$ cat config.mk
export PLATFORM = sky130hd
export DESIGN_NAME = seq_divider_flat
export DESIGN_NICKNAME = d
export VERILOG_FILES = /design/src/rtl/mac_pkg.sv /design/src/rtl/seq_divider_if.sv /design/src/rtl/seq_divider_div_step.sv /design/src/rtl/seq_divider.sv /design/src/flat_wrapper.sv
export SDC_FILE = /design/constraint.sdc
export NUM_CORES = 1
export LEC_CHECK = 0
export ABC_AREA = 0
export CAP_MARGIN = 25
export CORE_ASPECT_RATIO = 1.5
export CORE_UTILIZATION = 40
export DETAILED_ROUTE_END_ITERATION = 8
export SLEW_MARGIN = 30
export SYNTH_ARGS = -nofsm -noshare
export SYNTH_HDL_FRONTEND = slang
export SYNTH_SLANG_ARGS = --single-unit
$ cat constraint.sdc
create_clock -name clk -period 2.55 [get_ports clk]
set_input_delay 0.51 -clock clk [delete_from_list [all_inputs] [get_ports clk]]
set_output_delay 0.51 -clock clk [all_outputs]
set_load 0.02 [all_outputs]
$ cat src/rtl/mac_pkg.sv
// -----------------------------------------------------------------------------
// mac_pkg
// Definitions shared by the MAC-side arithmetic blocks. The sequential divider
// uses three of them:
//   DIV_WIDTH   : default operand/result width
//   div_state_e : divider FSM state encoding (IDLE/CALC/FIX)
//   abs_val     : two's-complement magnitude, used by the signed build
// No ports (package).
// -----------------------------------------------------------------------------
package mac_pkg;

   localparam int DIV_WIDTH = 8;

   typedef enum logic [1:0] {
      ST_IDLE = 2'd0,
      ST_CALC = 2'd1,
      ST_FIX  = 2'd2
   } div_state_e;

   // The result is read as unsigned. The most negative value therefore maps to
   // its true magnitude (e.g. 0x80 -> 128 at 8 bits).
   function automatic logic [DIV_WIDTH-1:0] abs_val(input logic [DIV_WIDTH-1:0] x);
      return x[DIV_WIDTH-1] ? (~x + DIV_WIDTH'(1)) : x;
   endfunction

endpackage

$ cat src/rtl/seq_divider_if.sv
// -----------------------------------------------------------------------------
// seq_divider_if
// Groups the divider's request and result signals into one bundle.
// Handshake: the divider accepts a request on a rising edge where start=1 and
// busy=0. It captures dividend/divisor on that edge. A start seen while busy=1
// is dropped. done pulses for one cycle when a result is written.
// quotient/remainder/div_by_zero/overflow then hold until the next result.
// Signals:
//   start, dividend, divisor            requester -> divider
//   busy, done, quotient, remainder,
//   div_by_zero, overflow               divider -> requester
//   state                               divider FSM state (debug observation)
// Modports: master (requester side), slave (divider side).
// -----------------------------------------------------------------------------
interface seq_divider_if
   import mac_pkg::*;
#(
   parameter int WIDTH = DIV_WIDTH
);
   logic             start;
   logic [WIDTH-1:0] dividend;
   logic [WIDTH-1:0] divisor;
   logic             busy;
   logic             done;
   logic [WIDTH-1:0] quotient;
   logic [WIDTH-1:0] remainder;
   logic             div_by_zero;
   logic             overflow;
   logic [1:0]       state;

   modport master (
      output start, dividend, divisor,
      input  busy, done, quotient, remainder, div_by_zero, overflow, state
   );

   modport slave (
      input  start, dividend, divisor,
      output busy, done, quotient, remainder, div_by_zero, overflow, state
   );

endinterface

$ cat src/rtl/seq_divider_div_step.sv
// -----------------------------------------------------------------------------
// div_step
// Combinational logic for one restoring-division iteration. The block shifts
// the partial remainder left and brings in the next dividend bit. It then
// subtracts the divisor if the shifted value is large enough.
// Ports:
//   p_i     [WIDTH:0]   partial remainder before the step
//   d_i     [WIDTH-1:0] divisor magnitude
//   bit_i               next dividend bit (MSB first)
//   p_o     [WIDTH:0]   partial remainder after the step
//   q_bit_o             quotient bit produced by this step
// -----------------------------------------------------------------------------
module div_step
   import mac_pkg::*;
#(
   parameter int WIDTH = DIV_WIDTH
) (
   input  logic [WIDTH:0]   p_i,
   input  logic [WIDTH-1:0] d_i,
   input  logic             bit_i,
   output logic [WIDTH:0]   p_o,
   output logic             q_bit_o
);

   // The shift goes into a one-bit-wider value so that no bit is lost.
   // Because P < D holds between steps, the wider value always fits back
   // into WIDTH+1 bits.
   logic [WIDTH+1:0] shifted;
   logic [WIDTH+1:0] diff;
   logic             ge;

   assign shifted = {p_i, bit_i};
   assign ge      = (shifted >= {2'b00, d_i});
   assign diff    = shifted - {2'b00, d_i};

   assign q_bit_o = ge;
   assign p_o     = ge ? (WIDTH+1)'(diff) : (WIDTH+1)'(shifted);

endmodule

$ cat src/rtl/seq_divider.sv
// -----------------------------------------------------------------------------
// seq_divider
// Iterative restoring divider that produces one quotient bit per clock.
// A start accepted in IDLE loads the operand magnitudes. CALC then runs WIDTH
// iterations, and FIX writes the result and pulses done. A zero divisor skips
// CALC and goes straight to FIX, so done follows one edge after acceptance.
// Otherwise done follows WIDTH+1 edges after acceptance.
// Build option: define SEQ_DIV_SIGNED_EN for two's-complement operands.
// The core still divides magnitudes. The quotient is truncated toward zero,
// and the remainder takes the dividend's sign. MIN/-1 raises overflow.
// Without the macro, operands are unsigned and overflow stays 0.
// Ports:
//   clk     rising-edge clock
//   rst_n   synchronous active-low reset (aborts any operation, clears outputs)
//   bus     seq_divider_if.slave: start/dividend/divisor in;
//           busy/done/quotient/remainder/div_by_zero/overflow/state out
// -----------------------------------------------------------------------------
module seq_divider
   import mac_pkg::*;
#(
   parameter int WIDTH = DIV_WIDTH
) (
   input  logic            clk,
   input  logic            rst_n,
   seq_divider_if.slave    bus
);

   localparam int CNT_W = (WIDTH > 1) ? $clog2(WIDTH) : 1;

   localparam logic [1:0] S_IDLE = 2'(ST_IDLE);
   localparam logic [1:0] S_CALC = 2'(ST_CALC);
   localparam logic [1:0] S_FIX  = 2'(ST_FIX);

   logic [1:0]       state_q, state_d;
   logic [CNT_W-1:0] cnt_q,   cnt_d;
   logic [WIDTH:0]   p_q,     p_d;     // partial remainder
   logic [WIDTH-1:0] a_q,     a_d;     // dividend bits shift out, quotient bits shift in
   logic [WIDTH-1:0] d_q,     d_d;     // divisor magnitude
   logic [WIDTH-1:0] dvd_q,   dvd_d;   // raw dividend (remainder on divide-by-zero, sign)
   logic             zero_q,  zero_d;  // current operation is a divide-by-zero
`ifdef SEQ_DIV_SIGNED_EN
   logic [WIDTH-1:0] dvs_q,   dvs_d;   // raw divisor, kept for sign and MIN/-1
`endif

   logic [WIDTH-1:0] quo_q,   quo_d;
   logic [WIDTH-1:0] rem_q,   rem_d;
   logic             done_q,  done_d;
   logic             dbz_q,   dbz_d;
   logic             ovf_q,   ovf_d;

   logic [WIDTH:0]   step_p;
   logic             step_q;

   div_step #(.WIDTH(WIDTH)) u_step (
      .p_i     (p_q),
      .d_i     (d_q),
      .bit_i   (a_q[WIDTH-1]),
      .p_o     (step_p),
      .q_bit_o (step_q)
   );

   always_comb begin
      state_d = state_q;
      cnt_d   = cnt_q;
      p_d     = p_q;
      a_d     = a_q;
      d_d     = d_q;
      dvd_d   = dvd_q;
      zero_d  = zero_q;
`ifdef SEQ_DIV_SIGNED_EN
      dvs_d   = dvs_q;
`endif
      quo_d   = quo_q;
      rem_d   = rem_q;
      done_d  = 1'b0;
      dbz_d   = dbz_q;
      ovf_d   = ovf_q;

      case (state_q)
         S_IDLE: begin
            if (bus.start) begin
               dvd_d = bus.dividend;
`ifdef SEQ_DIV_SIGNED_EN
               dvs_d = bus.divisor;
`endif
               if (bus.divisor == '0) begin
                  zero_d  = 1'b1;
                  state_d = S_FIX;
               end else begin
                  zero_d  = 1'b0;
                  p_d     = '0;
                  cnt_d   = CNT_W'(WIDTH - 1);
                  state_d = S_CALC;
`ifdef SEQ_DIV_SIGNED_EN
                  // abs_val is DIV_WIDTH wide; the signed build assumes WIDTH == DIV_WIDTH.
                  a_d = WIDTH'(abs_val(DIV_WIDTH'(bus.dividend)));
                  d_d = WIDTH'(abs_val(DIV_WIDTH'(bus.divisor)));
`else
                  a_d = bus.dividend;
                  d_d = bus.divisor;
`endif
               end
            end
         end

         S_CALC: begin
            p_d = step_p;
            a_d = {a_q[WIDTH-2:0], step_q};
            if (cnt_q == '0) state_d = S_FIX;
            else             cnt_d   = cnt_q - CNT_W'(1);
         end

         S_FIX: begin
            done_d  = 1'b1;
            state_d = S_IDLE;
            if (zero_q) begin
               quo_d = '1;
               rem_d = dvd_q;
               dbz_d = 1'b1;
               ovf_d = 1'b0;
            end else begin
               dbz_d = 1'b0;
`ifdef SEQ_DIV_SIGNED_EN
               // MIN/-1 needs no special result: magnitude 2^(W-1) with a
               // positive sign already reads back as MIN. Only the flag is extra.
               quo_d = (dvd_q[WIDTH-1] ^ dvs_q[WIDTH-1]) ? (~a_q + WIDTH'(1)) : a_q;
               rem_d = dvd_q[WIDTH-1] ? (~p_q[WIDTH-1:0] + WIDTH'(1)) : p_q[WIDTH-1:0];
               ovf_d = (dvd_q == {1'b1, {(WIDTH-1){1'b0}}}) && (dvs_q == '1);
`else
               quo_d = a_q;
               rem_d = p_q[WIDTH-1:0];
               ovf_d = 1'b0;
`endif
            end
         end

         default: state_d = S_IDLE;
      endcase
   end

   always_ff @(posedge clk) begin
      if (!rst_n) begin
         state_q <= S_IDLE;
         cnt_q   <= '0;
         p_q     <= '0;
         a_q     <= '0;
         d_q     <= '0;
         dvd_q   <= '0;
         zero_q  <= 1'b0;
`ifdef SEQ_DIV_SIGNED_EN
         dvs_q   <= '0;
`endif
         quo_q   <= '0;
         rem_q   <= '0;
         done_q  <= 1'b0;
         dbz_q   <= 1'b0;
         ovf_q   <= 1'b0;
      end else begin
         state_q <= state_d;
         cnt_q   <= cnt_d;
         p_q     <= p_d;
         a_q     <= a_d;
         d_q     <= d_d;
         dvd_q   <= dvd_d;
         zero_q  <= zero_d;
`ifdef SEQ_DIV_SIGNED_EN
         dvs_q   <= dvs_d;
`endif
         quo_q   <= quo_d;
         rem_q   <= rem_d;
         done_q  <= done_d;
         dbz_q   <= dbz_d;
         ovf_q   <= ovf_d;
      end
   end

   assign bus.busy        = (state_q != S_IDLE);
   assign bus.done        = done_q;
   assign bus.quotient    = quo_q;
   assign bus.remainder   = rem_q;
   assign bus.div_by_zero = dbz_q;
   assign bus.overflow    = ovf_q;
   assign bus.state       = state_q;

endmodule
$ cat src/flat_wrapper.sv
// flat-port wrapper written by rule: the top's interface ports become plain ports
module seq_divider_flat import mac_pkg::*;
#(
   parameter int WIDTH = DIV_WIDTH
)
  (clk, rst_n, bus_start, bus_dividend, bus_divisor, bus_busy, bus_done, bus_quotient, bus_remainder, bus_div_by_zero, bus_overflow, bus_state);
  seq_divider_if #(.WIDTH(WIDTH)) bus_i ();
  input  logic clk;
  input  logic rst_n;
  input wire logic [$bits(bus_i.start)-1:0] bus_start;
  input wire logic [$bits(bus_i.dividend)-1:0] bus_dividend;
  input wire logic [$bits(bus_i.divisor)-1:0] bus_divisor;
  output wire logic [$bits(bus_i.busy)-1:0] bus_busy;
  output wire logic [$bits(bus_i.done)-1:0] bus_done;
  output wire logic [$bits(bus_i.quotient)-1:0] bus_quotient;
  output wire logic [$bits(bus_i.remainder)-1:0] bus_remainder;
  output wire logic [$bits(bus_i.div_by_zero)-1:0] bus_div_by_zero;
  output wire logic [$bits(bus_i.overflow)-1:0] bus_overflow;
  output wire logic [$bits(bus_i.state)-1:0] bus_state;
  assign bus_i.start = bus_start;
  assign bus_i.dividend = bus_dividend;
  assign bus_i.divisor = bus_divisor;
  assign bus_busy = bus_i.busy;
  assign bus_done = bus_i.done;
  assign bus_quotient = bus_i.quotient;
  assign bus_remainder = bus_i.remainder;
  assign bus_div_by_zero = bus_i.div_by_zero;
  assign bus_overflow = bus_i.overflow;
  assign bus_state = bus_i.state;
  seq_divider #(.WIDTH(WIDTH)) u_core (.clk(clk), .rst_n(rst_n), .bus(bus_i));
endmodule
== Word-level counts from Yosys, hierarchy flattened ==
Cells that the tools add are included.
Operators by class
  add/subtract/negate cells: 2
  $lt $le $gt $ge: 1
  equality and inequality tests: 6
  mux-type cells: 20
  bitwise operators: 1
  reduce and logical (&&, ||, !) cells: 10
Operators with widths (count)
  $mux 8: 4
  $mux 9: 3
  $pmux 9 s2: 1
  $pmux 8 s2: 1
  $ge 10x8->1: 1
  $mux 3: 3
  $sub 9x8->9: 1
  $logic_not 8->1: 1
  $mux 2: 3
  $ne 2x2->1 const B: 3
  $pmux 3 s2: 1
  $reduce_and 3->1: 2
  $pmux 2 s2: 1
  $reduce_and 2->1: 2
  $reduce_and 4->1: 1
  $reduce_bool 2->1: 2
  $logic_not 3->1: 1
  $mux 1: 3
  $sub 3x1->3 const B: 1
  $eq 2x1->1 const B: 1
  $eq 2x2->1 const B: 1
  $logic_not 2->1: 1
  $ne 2x1->1 const B: 1
  $not 1->1: 1
Word-level totals
  bits in registers: 57
  bits of input ports: 19
  output and inout port bits: 22
  word-level logic and storage cells: 51

== Longest topological paths before layout ==
Gate-level depths: netlist of run 1.
  depth after elaboration: 4
  gate-level depth with buffers: 9
  mapped depth without buffers: 8

== By module ==
A second synthesis of run 1 with hierarchy kept.
Second synthesis, totals
  cell total of the unflattened synthesis: 335
  area total of the unflattened synthesis: 2892.8 um2
Modules (own cells, without submodules)
  seq_divider: instances 1, cells each 260, area an instance 2369.8 um2, seq. area each 1141.1 um2
  div_step: instances 1, cells each 75, area an instance 523.0 um2, seq. area each 0.0 um2

== Worst setup path after synthesis of run 1 ==
OpenSTA, ideal clock, no wires.
  kind: flip-flop to flip-flop
  start: reg u_core.a_q[7]
  end: reg u_core.p_q[7]
  library setup time: 125 ps
  arrival time: 1916 ps
  data required time: 2425 ps
  setup slack: 509 ps
  cell stages (with the launch flop): 10
  path buffers: 1
  period minus slack after synthesis: 2041 ps
  path through: dfxtp_1 > inv_1 > ha_1 > fa_1 > nand2b_1 > a211oi_2 > nor3_2 > buf_4 > a32oi_1 > o31ai_1
On the way
  cells in the longest elaborated chain, start to end: 3
  elaborated cells between the ends (all ways): 4
  those cells by class: 1 x add/sub; 1 x order compare; 2 x mux
Ends and longest elaborated chain
  start: declaration: line seq_divider.sv:37  | logic [WIDTH-1:0] a_q, a_d;
  start signal: assignment: line seq_divider.sv:146  | a_q <= '0;
  start signal: assignment: line seq_divider.sv:162  | a_q <= a_d;
  $sub 9x8->9 or $ge 10x8->1 (tied branches): line seq_divider_div_step.sv:34, seq_divider_div_step.sv:33
  $mux 9 *: line seq_divider_div_step.sv:37  | assign p_o = ge ? (WIDTH+1)'(diff) : (WIDTH+1)'(shifted);
  $pmux 9 s2 *: line seq_divider.sv:79  | case (state_q)
  end signal: assignment: line seq_divider.sv:161  | p_q <= p_d;
  end: declaration: line seq_divider.sv:36  | logic [WIDTH:0] p_q, p_d;
Mark *: on every way between the ends. The rest lies on a longest branch, timed or not.
A chain may end at the register's enable or synchronous reset.

== Worst setup path after layout of run 1 ==
  start: reg u_core.p_q[5]
  end: reg u_core.p_q[1]
On the way
  cells in the longest elaborated chain, start to end: 3
Ends and longest elaborated chain
  $ge 10x8->1: line seq_divider_div_step.sv:33  | assign ge = (shifted >= {2'b00, d_i});
  $mux 9: line seq_divider_div_step.sv:37
  $pmux 9 s2: line seq_divider.sv:79
No other way between the ends.

==> impl_metrics.tcl, run 1 <==
set metrics [dict create \
    combPwrFrac 0.305 \
    drt-total-wl_um 6768 \
    nets 402 \
    p_leak_nw 1.478 \
    fmax_mhz 439.0 \
    syn_nets 366 \
    final_common_cell "nand2_1" \
    numCtsBuffers 9 \
    cts_tree "built" \
    drtAntennaViolNets 0 \
    drtIter0Drc 96 \
    synth_edf_count 0 \
    synth_adder_area_share 0.05081 \
    syn_to_final_growth_pct 21.33 \
    clkLatencyLatePin_ns 0.34 \
    synthDistinctLibCells 55 \
    grt_overflow 0 \
    core_um2 6898 \
    critPathArrivalTime_ns 2.50 \
    clk_pin_slew_worst_paths_ns 0.06 \
    synth_ff_type "dfxtp_1" \
    crit_path_end_kind "register" \
    finalNonFillerCells 454 \
    finalHoldViolCount 0 \
    synthXorXnorAreaFrac 0.01226 \
    crit_path_max_fanout 11 \
    dieWidth_um 71 \
    viasPerCell 5.346 \
    first_pass_iters 4 \
    power.share.sequential 0.409 \
    grt_start_max_net_pins 35 \
    synthArstFlopShare 0 \
    portBuffers 39 \
    cts_resized 0 \
    drive_above_1_share 0.08777 \
    drv_slew 0 \
    p_int_mw 1.678 \
    htreeDepth 3 \
    gp_congestion 0.7808 \
    cp_num_buf_inv 0 \
    tightest_slew_ns 0.8359 \
    synth_top_family_by_area "compound AO/OA/AOI/OAI gates" \
    route.detailed.drc 0 \
    power.total_mw 2.536 \
    stdcell_area_um2 3466 \
    crit_required_ns 2.77 \
    finalSetupViolCount 0 \
    grt_pass1_wl_um 11190 \
    finalSetupTns_ns 0 \
    track_usage 0.1908 \
    slowest_delay_ns 0.72 \
    synth.yosys.warnings 0 \
    hold_ws_ns 0.4549 \
    outcome "complete, no violations" \
    cts_setup_buffers 0 \
    antennaDiodeCount 0 \
    hold_path_class "reg2reg" \
    crit_family "simple AND/OR/NAND/NOR gates" \
    cts_buffer_depth 2 \
    ios 41 \
    floorplan.initialDensity 0.4141 \
    slowest_stage "nor3_2" \
    fin_crit_sh 0.8933 \
    cts_sinks 57 \
    crit_type "reg2reg" \
    wl_per_cell_um 14.91 \
    finalCriticalPeriod_ns 2.278 \
    synth_mux_area_frac 0.04599 \
    crit_chain "ha_1 -> a21oi_1 -> a21boi_1 -> nor3_2 -> mux2i_1 -> a22o_1" \
    dpl.cell_count 439 \
    maxSlewHeadroom 0.4397 \
    cts_root_buffer "clkbuf_8" \
    dpl_cell_area_um2 3296 \
    power_density_nw_per_um2 731.8 \
    final_cell_mix "65 x nand2_1, 57 x dfxtp_1, 39 x clkdlybuf4s50_1" \
    fill_cells 679 \
    route.vias.total 2427 \
    synth_area_um2 2856 \
    synth-seq-cells 57 \
    ir_worst_vdd_v 0.0005324 \
    antenna_found_initial 0 \
    num_rows 37 \
    synthSimpleGateAreaFrac 0.2032 \
    synth-compound-area-share 0.2295 \
    p_switching_mw 0.8582 \
    power.share.clock 0.286 \
    die_h_um 105.5 \
    ys_seq_area_frac 0.3995 \
    post_synth.cell_area_avg_um2 8.501 \
    skew_ns 0.01173 \
    start_kind "register" \
    post-dp-hpwl_um 4926 \
    synthCells 336 \
    cts.hold.buffers_added 0 \
    switching_share 0.3383 \
    drv_cap 0 \
    grt_pass1_vias 2335 \
    dieArea_um2 7490 \
    rsz0062_at_grt "false" \
]
## synth_stat cells, types with 3 or more instances
master	number	area, µm²
nand2_1	65	244.0
dfxtp_1	57	1141
nor2_1	23	86.33
inv_1	16	60.06
o211a_1	16	160.2
o21ai_1	13	65.06
clkbuf_1	12	45.04
mux2i_1	12	120.1
a21boi_1	10	75.07
ha_1	10	125.1
a21boi_0	9	67.56
a21oi_1	8	40.04
o22ai_1	7	43.79
buf_2	5	25.02
nor3_1	5	25.02
nand4_1	4	25.02
nor2b_1	4	25.02
a32oi_1	3	26.28
and2_1	3	18.77
and3_1	3	18.77
buf_4	3	22.52
nand3_1	3	15.01
o211ai_1	3	22.52
o21a_1	3	22.52
xor2_1	3	26.28
## through the flow
step           worst slack [ns]    util
2_1_floorplan            0.5088       -
3_3_place_gp             0.1535  0.4778
3_5_place_dp            0.09498  0.4778
4_1_cts                  0.2714  0.5024
5_1_grt                  0.1118  0.5024
6_report                 0.2721  0.5024
## state kept, by name, indices dropped and copies added, names as in the netlist
name                    flops
u_core.a_q                  8
u_core.bus.div_by_zero      1
u_core.bus.done             1
u_core.bus.quotient         8
u_core.bus.remainder        8
u_core.bus.state            2
u_core.cnt_q                3
u_core.d_q                  8
u_core.dvd_q                8
u_core.p_q                  9
u_core.zero_q               1
## cell type report
| type | instances | area [µm²] | share of cell area |
|---|---|---|---|
| inverters | 16 | 60.06 | 0.01733 |
| flip-flops and latches | 57 | 1141 | 0.3292 |
| repair buffers | 46 | 442.9 | 0.1278 |
| well taps | 78 | 97.59 | 0.02816 |
| multi-input cells | 242 | 1554 | 0.4484 |
| clock buffers | 10 | 137.6 | 0.03971 |
| clock inverters | 5 | 32.53 | 0.009386 |
## kinds of logic after synthesis
group / after synthesis
xor+xnor: 4
flops: 57
buf+inv: 37
other cells: 1
fa+ha+maj: 11
mux: 13
simple gates: 125
compound gates: 88
## power groups by stage
| stage | combinational (mW) | sequential [mW] | clock (mW) |
|---|---|---|---|
| 2_1_floorplan | 0.557 | 1.06 | 0 |
| 3_3_place_gp | 0.765 | 1.06 | 0 |
| 4_1_cts | 0.777 | 1.04 | 0.742 |
| 3_5_place_dp | 0.773 | 1.06 | 0 |
| 6_report | 0.774 | 1.04 | 0.724 |
| 5_1_grt | 0.853 | 1.05 | 0.786 |
## metal layers
metal / up-vias / track usage / share of wire
met1: 1127 / 0.2286 / 0.45
li1: 1254 / - / -
met5: - / 0 / 0
met3: 11 / 0.02677 / 0.022
met4: 0 / 0.09000 / 0.019
met2: 35 / 0.3317 / 0.51
## final timing paths
check / cells after the start / start / to / slack, ns
setup / recovery: 6 / u_core.p_q[5] / u_core.p_q[1] / 0.27
setup reg to reg: 6 / u_core.p_q[5] / u_core.p_q[1] / 0.27
hold reg to reg: 2 / u_core.d_q[6] / u_core.d_q[6] / 0.45
hold / removal: 2 / u_core.d_q[6] / u_core.d_q[6] / 0.45
## worst reg2reg max path: stages, from the launching register on
cell and delay, ns:
dfxtp_1 0.43, ha_1 0.34, a21oi_1 0.16, a21boi_1 0.13
nor3_2 0.72, mux2i_1 0.18, a22o_1 0.22
(Power assumes the default switching activity.)
==> run 2: changes to the inputs <==
Settings changed: SKIP_LAST_GASP set to 1.
==> results of run 2 <==
Final layout, timing and power as in run 1 (identical DEF).
